<file path="src/rtl/boot_loader_ctrl.sv">
// Boot loader: assembles a byte stream into little-endian words, writes them to instruction memory,
// then releases the core. Define BOOT_LOADER_CHECKSUM_EN to add the trailing 32-bit checksum compare.
module boot_loader_ctrl #(
  parameter int IM_WORDS = 1024
) (
  input  logic        clk,
  input  logic        resetb,
  input  logic        start,
  input  logic [10:0] word_count,
  input  logic        byte_valid,
  input  logic [7:0]  byte_data,
  output logic        byte_ready,
  output logic        im_we,
  output logic [9:0]  im_waddr,
  output logic [31:0] im_wdata,
  output logic        core_resetb,
  output logic        busy,
  output logic        error
);

  typedef enum logic [2:0] {S_IDLE, S_LOAD, S_CHECK, S_RUN, S_ERROR} state_t;

  state_t      state_q, state_d;
  logic [10:0] words_left_q;
  logic [1:0]  lane_q;
  logic [23:0] asm_q;
  logic        im_we_q;
  logic [9:0]  waddr_q;
  logic [31:0] wdata_q;
  logic        core_resetb_q;

  logic [10:0] eff_count;
  logic        start_ok;
  logic        byte_acc;
  logic        last_byte;
  logic        last_write;

  assign eff_count  = (word_count > 11'(IM_WORDS)) ? 11'(IM_WORDS) : word_count;
  assign start_ok   = start && (state_q inside {S_IDLE, S_RUN, S_ERROR});
  assign byte_acc   = byte_valid && byte_ready;
  assign last_byte  = byte_acc && (lane_q == 2'd3);
  assign last_write = im_we_q && (words_left_q == 11'd1);

`ifdef BOOT_LOADER_CHECKSUM_EN
  logic [31:0] sum_q;
  logic        sum_match;

  assign sum_match = ({byte_data, asm_q} == sum_q);

  always_ff @(posedge clk or negedge resetb) begin
    if (!resetb) begin
      sum_q <= '0;
    end else if (start_ok) begin
      sum_q <= '0;
    end else if (im_we_q) begin
      sum_q <= sum_q + wdata_q;
    end
  end
`endif

  always_ff @(posedge clk or negedge resetb) begin
    if (!resetb) state_q <= S_IDLE;
    else         state_q <= state_d;
  end

  always_comb begin
    state_d = state_q;
    case (state_q)
      S_IDLE, S_RUN, S_ERROR: begin
        if (start_ok) begin
          if (eff_count != 11'd0) state_d = S_LOAD;
`ifdef BOOT_LOADER_CHECKSUM_EN
          else                    state_d = S_CHECK;
`else
          else                    state_d = S_RUN;
`endif
        end
      end
      S_LOAD: begin
`ifdef BOOT_LOADER_CHECKSUM_EN
        if (last_write) state_d = S_CHECK;
`else
        if (last_write) state_d = S_RUN;
`endif
      end
`ifdef BOOT_LOADER_CHECKSUM_EN
      S_CHECK: begin
        if (last_byte) state_d = sum_match ? S_RUN : S_ERROR;
      end
`endif
      default: state_d = S_IDLE;
    endcase
  end

  always_comb begin
    byte_ready = 1'b0;
    busy       = 1'b0;
    error      = 1'b0;
    case (state_q)
      S_LOAD, S_CHECK: begin
        byte_ready = 1'b1;
        busy       = 1'b1;
      end
`ifdef BOOT_LOADER_CHECKSUM_EN
      S_ERROR: error = 1'b1;
`endif
      default: ;
    endcase
  end

  // The byte after a word's final byte may arrive during the write cycle, so the lane keeps counting.
  always_ff @(posedge clk or negedge resetb) begin
    if (!resetb) begin
      words_left_q  <= '0;
      lane_q        <= '0;
      asm_q         <= '0;
      im_we_q       <= 1'b0;
      waddr_q       <= '0;
      wdata_q       <= '0;
      core_resetb_q <= 1'b0;
    end else begin
      im_we_q       <= (state_q == S_LOAD) && last_byte;
      core_resetb_q <= (state_d == S_RUN);
      if (start_ok) begin
        words_left_q <= eff_count;
        lane_q       <= 2'd0;
        waddr_q      <= '0;
      end else begin
        if (byte_acc) lane_q <= lane_q + 2'd1;
        if (im_we_q) begin
          words_left_q <= words_left_q - 11'd1;
          if (!last_write) waddr_q <= waddr_q + 10'd1;
        end
      end
      if (byte_acc) begin
        case (lane_q)
          2'd0:    asm_q[7:0]   <= byte_data;
          2'd1:    asm_q[15:8]  <= byte_data;
          2'd2:    asm_q[23:16] <= byte_data;
          default: ;
        endcase
      end
      if ((state_q == S_LOAD) && last_byte) wdata_q <= {byte_data, asm_q};
    end
  end

  assign im_we       = im_we_q;
  assign im_waddr    = waddr_q;
  assign im_wdata    = wdata_q;
  assign core_resetb = core_resetb_q;

endmodule

</file>
<file path="config.mk">
export PLATFORM = sky130hd
export DESIGN_NAME = boot_loader_ctrl
export DESIGN_NICKNAME = d
export VERILOG_FILES = /design/src/rtl/boot_loader_ctrl.sv
export SDC_FILE = /design/constraint.sdc
export NUM_CORES = 1
export LEC_CHECK = 0
export BUFFER_PORTS_ARGS = -buffer_cell sky130_fd_sc_hd__buf_4
export CORE_ASPECT_RATIO = 2
export CORE_UTILIZATION = 57
export CTS_BUF_LIST = sky130_fd_sc_hd__clkbuf_2
export CTS_CLUSTER_DIAMETER = 150
export CTS_CLUSTER_SIZE = 10
export DETAILED_ROUTE_END_ITERATION = 6
export PLACE_DENSITY = 0.83
export SLEW_MARGIN = 10
export SYNTH_ARGS = -nofsm -noshare
export SYNTH_HDL_FRONTEND = slang
export SYNTH_SLANG_ARGS = --single-unit
</file>
<file path="constraint.sdc">
create_clock -name clk -period 2.3 [get_ports clk]
set_input_delay 0.115 -clock clk [delete_from_list [all_inputs] [get_ports clk]]
set_output_delay 0.115 -clock clk [all_outputs]
set_load 0.05 [all_outputs]
</file>
---- After elaboration in Yosys (flattened, before gate mapping) ----
Cells that the tools add are included.
cells by class
  reductions and logical operators ........ 17
  add/subtract/negate cells ............... 3
  $lt $le $gt $ge ......................... 1
  mux-type cells .......................... 13
  equal/unequal tests ..................... 10
operators by type and width
  operator                                            number
  2-to-1 mux 11 bit                                   3
  2-to-1 mux 10 bit                                   3
  == test 11 x 1 -> 1 bit, second input constant      1
  > comparator 11 bit, second input constant          1
  nonzero test 11 bit                                 1
  subtractor 11 x 1 -> 11 bit, second input constant  1
  adder 10 x 1 -> 10 bit, second input constant       1
  == test 3 x 2 -> 1 bit, second input constant       3
  AND reduction 2 bit                                 4
  2-to-1 mux 2 bit                                    3
  2-to-1 mux 3 bit                                    2
  case mux 3 bit (2 select lines)                     1
  logical AND 1 bit                                   5
  == test 2 bit, second input constant                2
  nonzero test 2 bit                                  2
  == test 3 x 1 -> 1 bit, second input constant       1
  == test 3 bit, second input constant                1
  zero test 3 bit                                     1
  nonzero test 3 bit                                  1
  OR reduction 3 bit                                  1
  adder 2 x 1 -> 2 bit, second input constant         1
  == test 2 x 1 -> 1 bit, second input constant       1
  zero test 2 bit                                     1
  != test 2 bit, second input constant                1
  2 further kinds                                     2
word-level totals
  register bits after elaboration ......... 84
  input bits .............................. 23
  word-level logic and storage cells ...... 54

---- Depth between registers and ports, before layout ----
  depth in word-level cells ............... 7
  depth in mapped cells ................... 6
  gate-level depth less buffers ........... 6

---- Worst setup path before layout ----
No wires, ideal clock.
  kind .................................... register to register
  start point ............................. reg im_we_q, in the netlist im_we
  end point ............................... reg words_left_q[7]
  arrival ................................. 1.879 ns
  path slack .............................. 0.300 ns
  period minus slack after synthesis ...... 2.000 ns
  cell stages (with the launch flop) ...... 5
  path buffers ............................ 0
  required time ........................... 2.179 ns
  cells stage by stage .................... dfrtp_1 > or4b_4 > nor4b_4 > xor2_1 > a22o_2
between the ends
  cells in the longest elaborated chain, start to end .. 1
ends and longest elaborated chain
  element                              RTL line  source
  start: declaration                   27        logic im_we_q;
  start signal: assignment             122       im_we_q <= (state_q == S_LOAD) && last_byte;
  nonzero test 2 bit (no source line)  -
  end signal: assignment               125       words_left_q <= eff_count;
  end signal: assignment               131       words_left_q <= words_left_q - 11'd1;
  end: declaration                     24        logic [10:0] words_left_q;
Every way passes these cells.
A chain may end at the register's enable or synchronous reset.

---- Worst setup path after layout ----
  start point ............................. reg state_q[1]
  end point ............................... reg words_left_q[0]
between the ends
  cells in the longest elaborated chain, start to end .. 4
ends and longest elaborated chain
  element                                                  RTL line  source
  start: declaration                                       23        state_t state_q, state_d;
  start signal: assignment                                 63        else state_q <= state_d;
  == test 3 x 2 -> 1 bit, or another cell as far along     39        assign start_ok = start && (state_q inside {S_IDLE, S_RUN, S_ERROR});
  nonzero test 3 bit *                                     39
  logical AND 1 bit *                                      39
  2-to-1 mux 11 bit or nonzero test 2 bit (tied branches)  -
Mark *: on every way between the ends. The rest lies on a longest branch, timed or not.

==> summary.md <==
| Metric | Value |
|---|---|
| Outcome | complete, no violations |
| # DRC | 0 |
| Final ANT Viol Nets | 0 |
| H-tree levels | 3 |
| Placed inst area | 4360 um2 |
| Period utilization | 93.4% |
| Hold Crit Class | primary input to register |
| Count of final hold-check violations | 0 |
| Starting Density | 59.2% |
| Critical Path Start Type | register |
| Post-synthesis mux area share | 17.7% |
| # diodes | 0 |
| Yosys warning count | 0 |
| Cell Chain, Critical Path | or3b_4 > o21ai_4 > buf_4 > nand3b_1 > dlygate4sd3_1 > o21ai_0 |
| Critical path depth | 6 |
| Worst Tran Pin Value | 0.621 ns |
| Lkg Pwr | 2.10 nW |
| RSZ-0062 raised after global routing | no |
| Worst R2R Setup Slack | 0.15 ns |
| Initial DRT Pass Iterations | 4 |
| Max Transition Viols Final | 0 |
| Distinct cell type count after synthesis | 48 |
| Complex-gate fraction of the synthesized area | 5.66% |
| Req. time, crit path | 2.73 ns |
| Io pins | 70 |
| Max rail drop VDD | 1000 uV |
| Post-CTS setup buffers | 0 |
| Mapped Nets | 307 |
| Fraction of registers with async set/reset | 100% |
| Detailed-route via count | 2588 |
| Total global-route track usage | 24.6% |
| Clk root buf | clkbuf_2 |
| # setup viols final | 0 |
| Largest family of logic cells by synthesized area | multiplexers |
| Final min period | 2.15 ns |
| Buffer and inverter count on the worst path | 2 |
| Maxcap violations | 0 |
| First-pass GRT wire length | 12.5 mm |
| Number of global-route vias before repair | 2748 |
| Syn_area_per_cell | 13.5 um2 |
| Slowest cell on crit path | dlygate4sd3_1 |
| Worst skew pair latency | 0.50 ns |
| Fin nets | 410 |
| Share of cells above drive strength 1 | 43.1% |
| Seq cells post-synth | 84 |
| Setup_tns | 0 ns |
| P&R area growth vs syn | 26.7% |
| Detailed placement HPWL | 5.30 mm |
| Setup CP Type | register to register |
| Die area | 6900 um2 |
| Slowest stage delay, CP | 0.56 ns |
| Vias per cell | 5.49 |
| Max-slew headroom | 58.6% |
| Simple-gate share of the synthesized area | 12.2% |
| Adder-cell share of the synthesized area | 2.34% |
| Post-Synthesis Cells | 277 |
| Post-synth top flop | dfrtp_1 |
| Post-Route Skew | 0.0172 ns |
| Hold Path Depth | 4 |
| Core Rows | 41 |
| Arrival time at the worst endpoint | 2.57 ns |
| Maximum clock insertion buffer count | 2 |
| Fin util | 75.0% |
| TritonCTS clock tree | done |
| Die span in x | 59.3 um |
| CTS clk-pin slew, worst paths | 0.22 ns |
| Port bufs | 68 |
| Num CTS Buffers | 9 |
| Die height | 117 um |
| PwrDens | 1370 nW/um2 |
| Xor/xnor cell area share of the yosys netlist | 3.52% |
| Worst path top cell family by delay | buffers and inverters |
| Fin area | 4730 um2 |
| GR Overflow Total | 0 |
| Antenna violations before repair | 0 |
| TritonCTS Sinks | 84 |
| Worst Path Max Fanout | 12 |
| Drt initial violations | 126 |
| Drt total wl | 7.75 mm |
| Largest net degree at the start of global routing | 50 |
| Maximum clock rate | 0.466 GHz |
| Setup crit end kind | register |
| Sequential area share after synthesis | 56.2% |
| Post-synth EDFFs | 0 |
| Placer congestion estimate | 0.835 |
| Synth Cell Area | 3740 um2 |
| Post-DR wirelength/cell | 16.4 um |
| R2r worst-path depth | 6 |
| Core ar. | 6310 um2 |
## placed cells by master (no fill, tap or decap), types with 2 or more instances in the layout
master,instances
nor4_1,2
or4_1,4
or3_1,2
nand2_2,3
a311oi_1,2
o31ai_1,3
dlygate4sd3_1,28
buf_4,73
mux2i_1,3
clkinv_4,2
o21ai_0,9
inv_1,6
clkbuf_2,10
xor2_1,6
xnor2_1,9
dfrtp_1,83
nand3_1,6
ha_1,7
mux2_2,56
clkinv_2,2
nand3b_1,7
a22o_2,3
a21oi_1,7
nor4b_4,3
nor2_1,12
nand2_1,10
## per-stage QoR
| stage | setup WS [ns] | power [mW] | hold WS [ns] | instances |
|---|---|---|---|---|
| after CTS | 0.0834 | 6.52 | 0.0516 | 471 |
| final | 0.152 | 6.48 | 0.0798 | 471 |
| after global routing | 0.0547 | 6.82 | 0.0596 | 471 |
| after detailed placement | 0.449 | 5.85 | 0.171 | 427 |
| after global placement | 0.500 | 5.73 | 0.169 | 427 |
| after floorplan | 0.300 | 4.87 | -0.181 | 277 |
## cell usage after synthesis (4+ instances only)
master	n	share of area, %
xor2_1	6	1.4
a21oi_1	7	0.94
nor2_1	12	1.2
nand3b_1	7	1.4
mux2_2	56	17
o21ai_0	9	1.2
dfrtp_1	84	56
nand3_1	6	0.80
nand2_1	10	1.0
ha_1	7	2.3
xnor2_1	9	2.1
or4_1	4	0.80
inv_1	6	0.60
## path summary, 6_finish.rpt
| check | startpoint | to |
|---|---|---|
| max | state_q[1]$_DFF_PN0_ | words_left_q[0]$_DFFE_PN0P_ |
| min | byte_valid | im_we$_DFF_PN0_ |
| max reg2reg | state_q[1]$_DFF_PN0_ | words_left_q[0]$_DFFE_PN0P_ |
| min reg2reg | asm_q[23]$_DFFE_PN0P_ | im_wdata[23]$_DFFE_PN0P_ |
| max in group asynchronous | resetb | im_we$_DFF_PN0_ |
| min in group asynchronous | resetb | im_wdata[14]$_DFFE_PN0P_ |
## worst register-to-register path, stage by stage, from the launching register on
cell and delay [ns]:
dfrtp_2 0.51, or3b_4 0.44, o21ai_4 0.14, buf_4 0.24, nand3b_1 0.08, dlygate4sd3_1 0.56
o21ai_0 0.09
## kinds of logic (layout without fill, tap and decap cells)
family          after synthesis  in the layout
compound gates               32             32
other cells                   1              1
simple gates                 63             63
fa+ha+maj                     7              7
flops                        84             84
mux                          59             59
xor+xnor                     15             15
buf+inv                      16            124
## power breakdown
group / switching [mW] / internal (mW) / total [mW]
combinational: 1.96 / 1.27 / 3.24
clock: 0.486 / 0.148 / 0.634
sequential: 0.488 / 2.12 / 2.61
total: 2.94 / 3.54 / 6.48
## layer usage
metal | track usage (%) | wire [um]
met3 | 5.98 | 288
met5 | 0 | 0
met2 | 42.2 | 4140
met1 | 27.5 | 3060
met4 | 13.0 | 256
## final cells by class
class | instances | area (um2)
well taps | 86 | 108
clock inverters | 6 | 40.0
flip-flops and latches | 84 | 2100
multi-input cells | 177 | 1560
fillers | 435 | 1580
repair buffers | 102 | 848
clock buffers | 10 | 50.0
inverters | 6 | 22.5
## sequential cells by signal (all words and copies together) (netlist names)
register      cells
asm_q            24
core_resetb       1
im_waddr         10
im_wdata         32
im_we             1
lane_q            2
state_q           3
words_left_q     11
## timing repair
item / CTS / global route
hold buffers: 28 / 0
gates resized for setup: 0 / 2
setup endpoints to repair: 0 / 7
endpoints found under the hold margin: 93 / 0
Note: power is estimated with default switching activity, not from simulation.
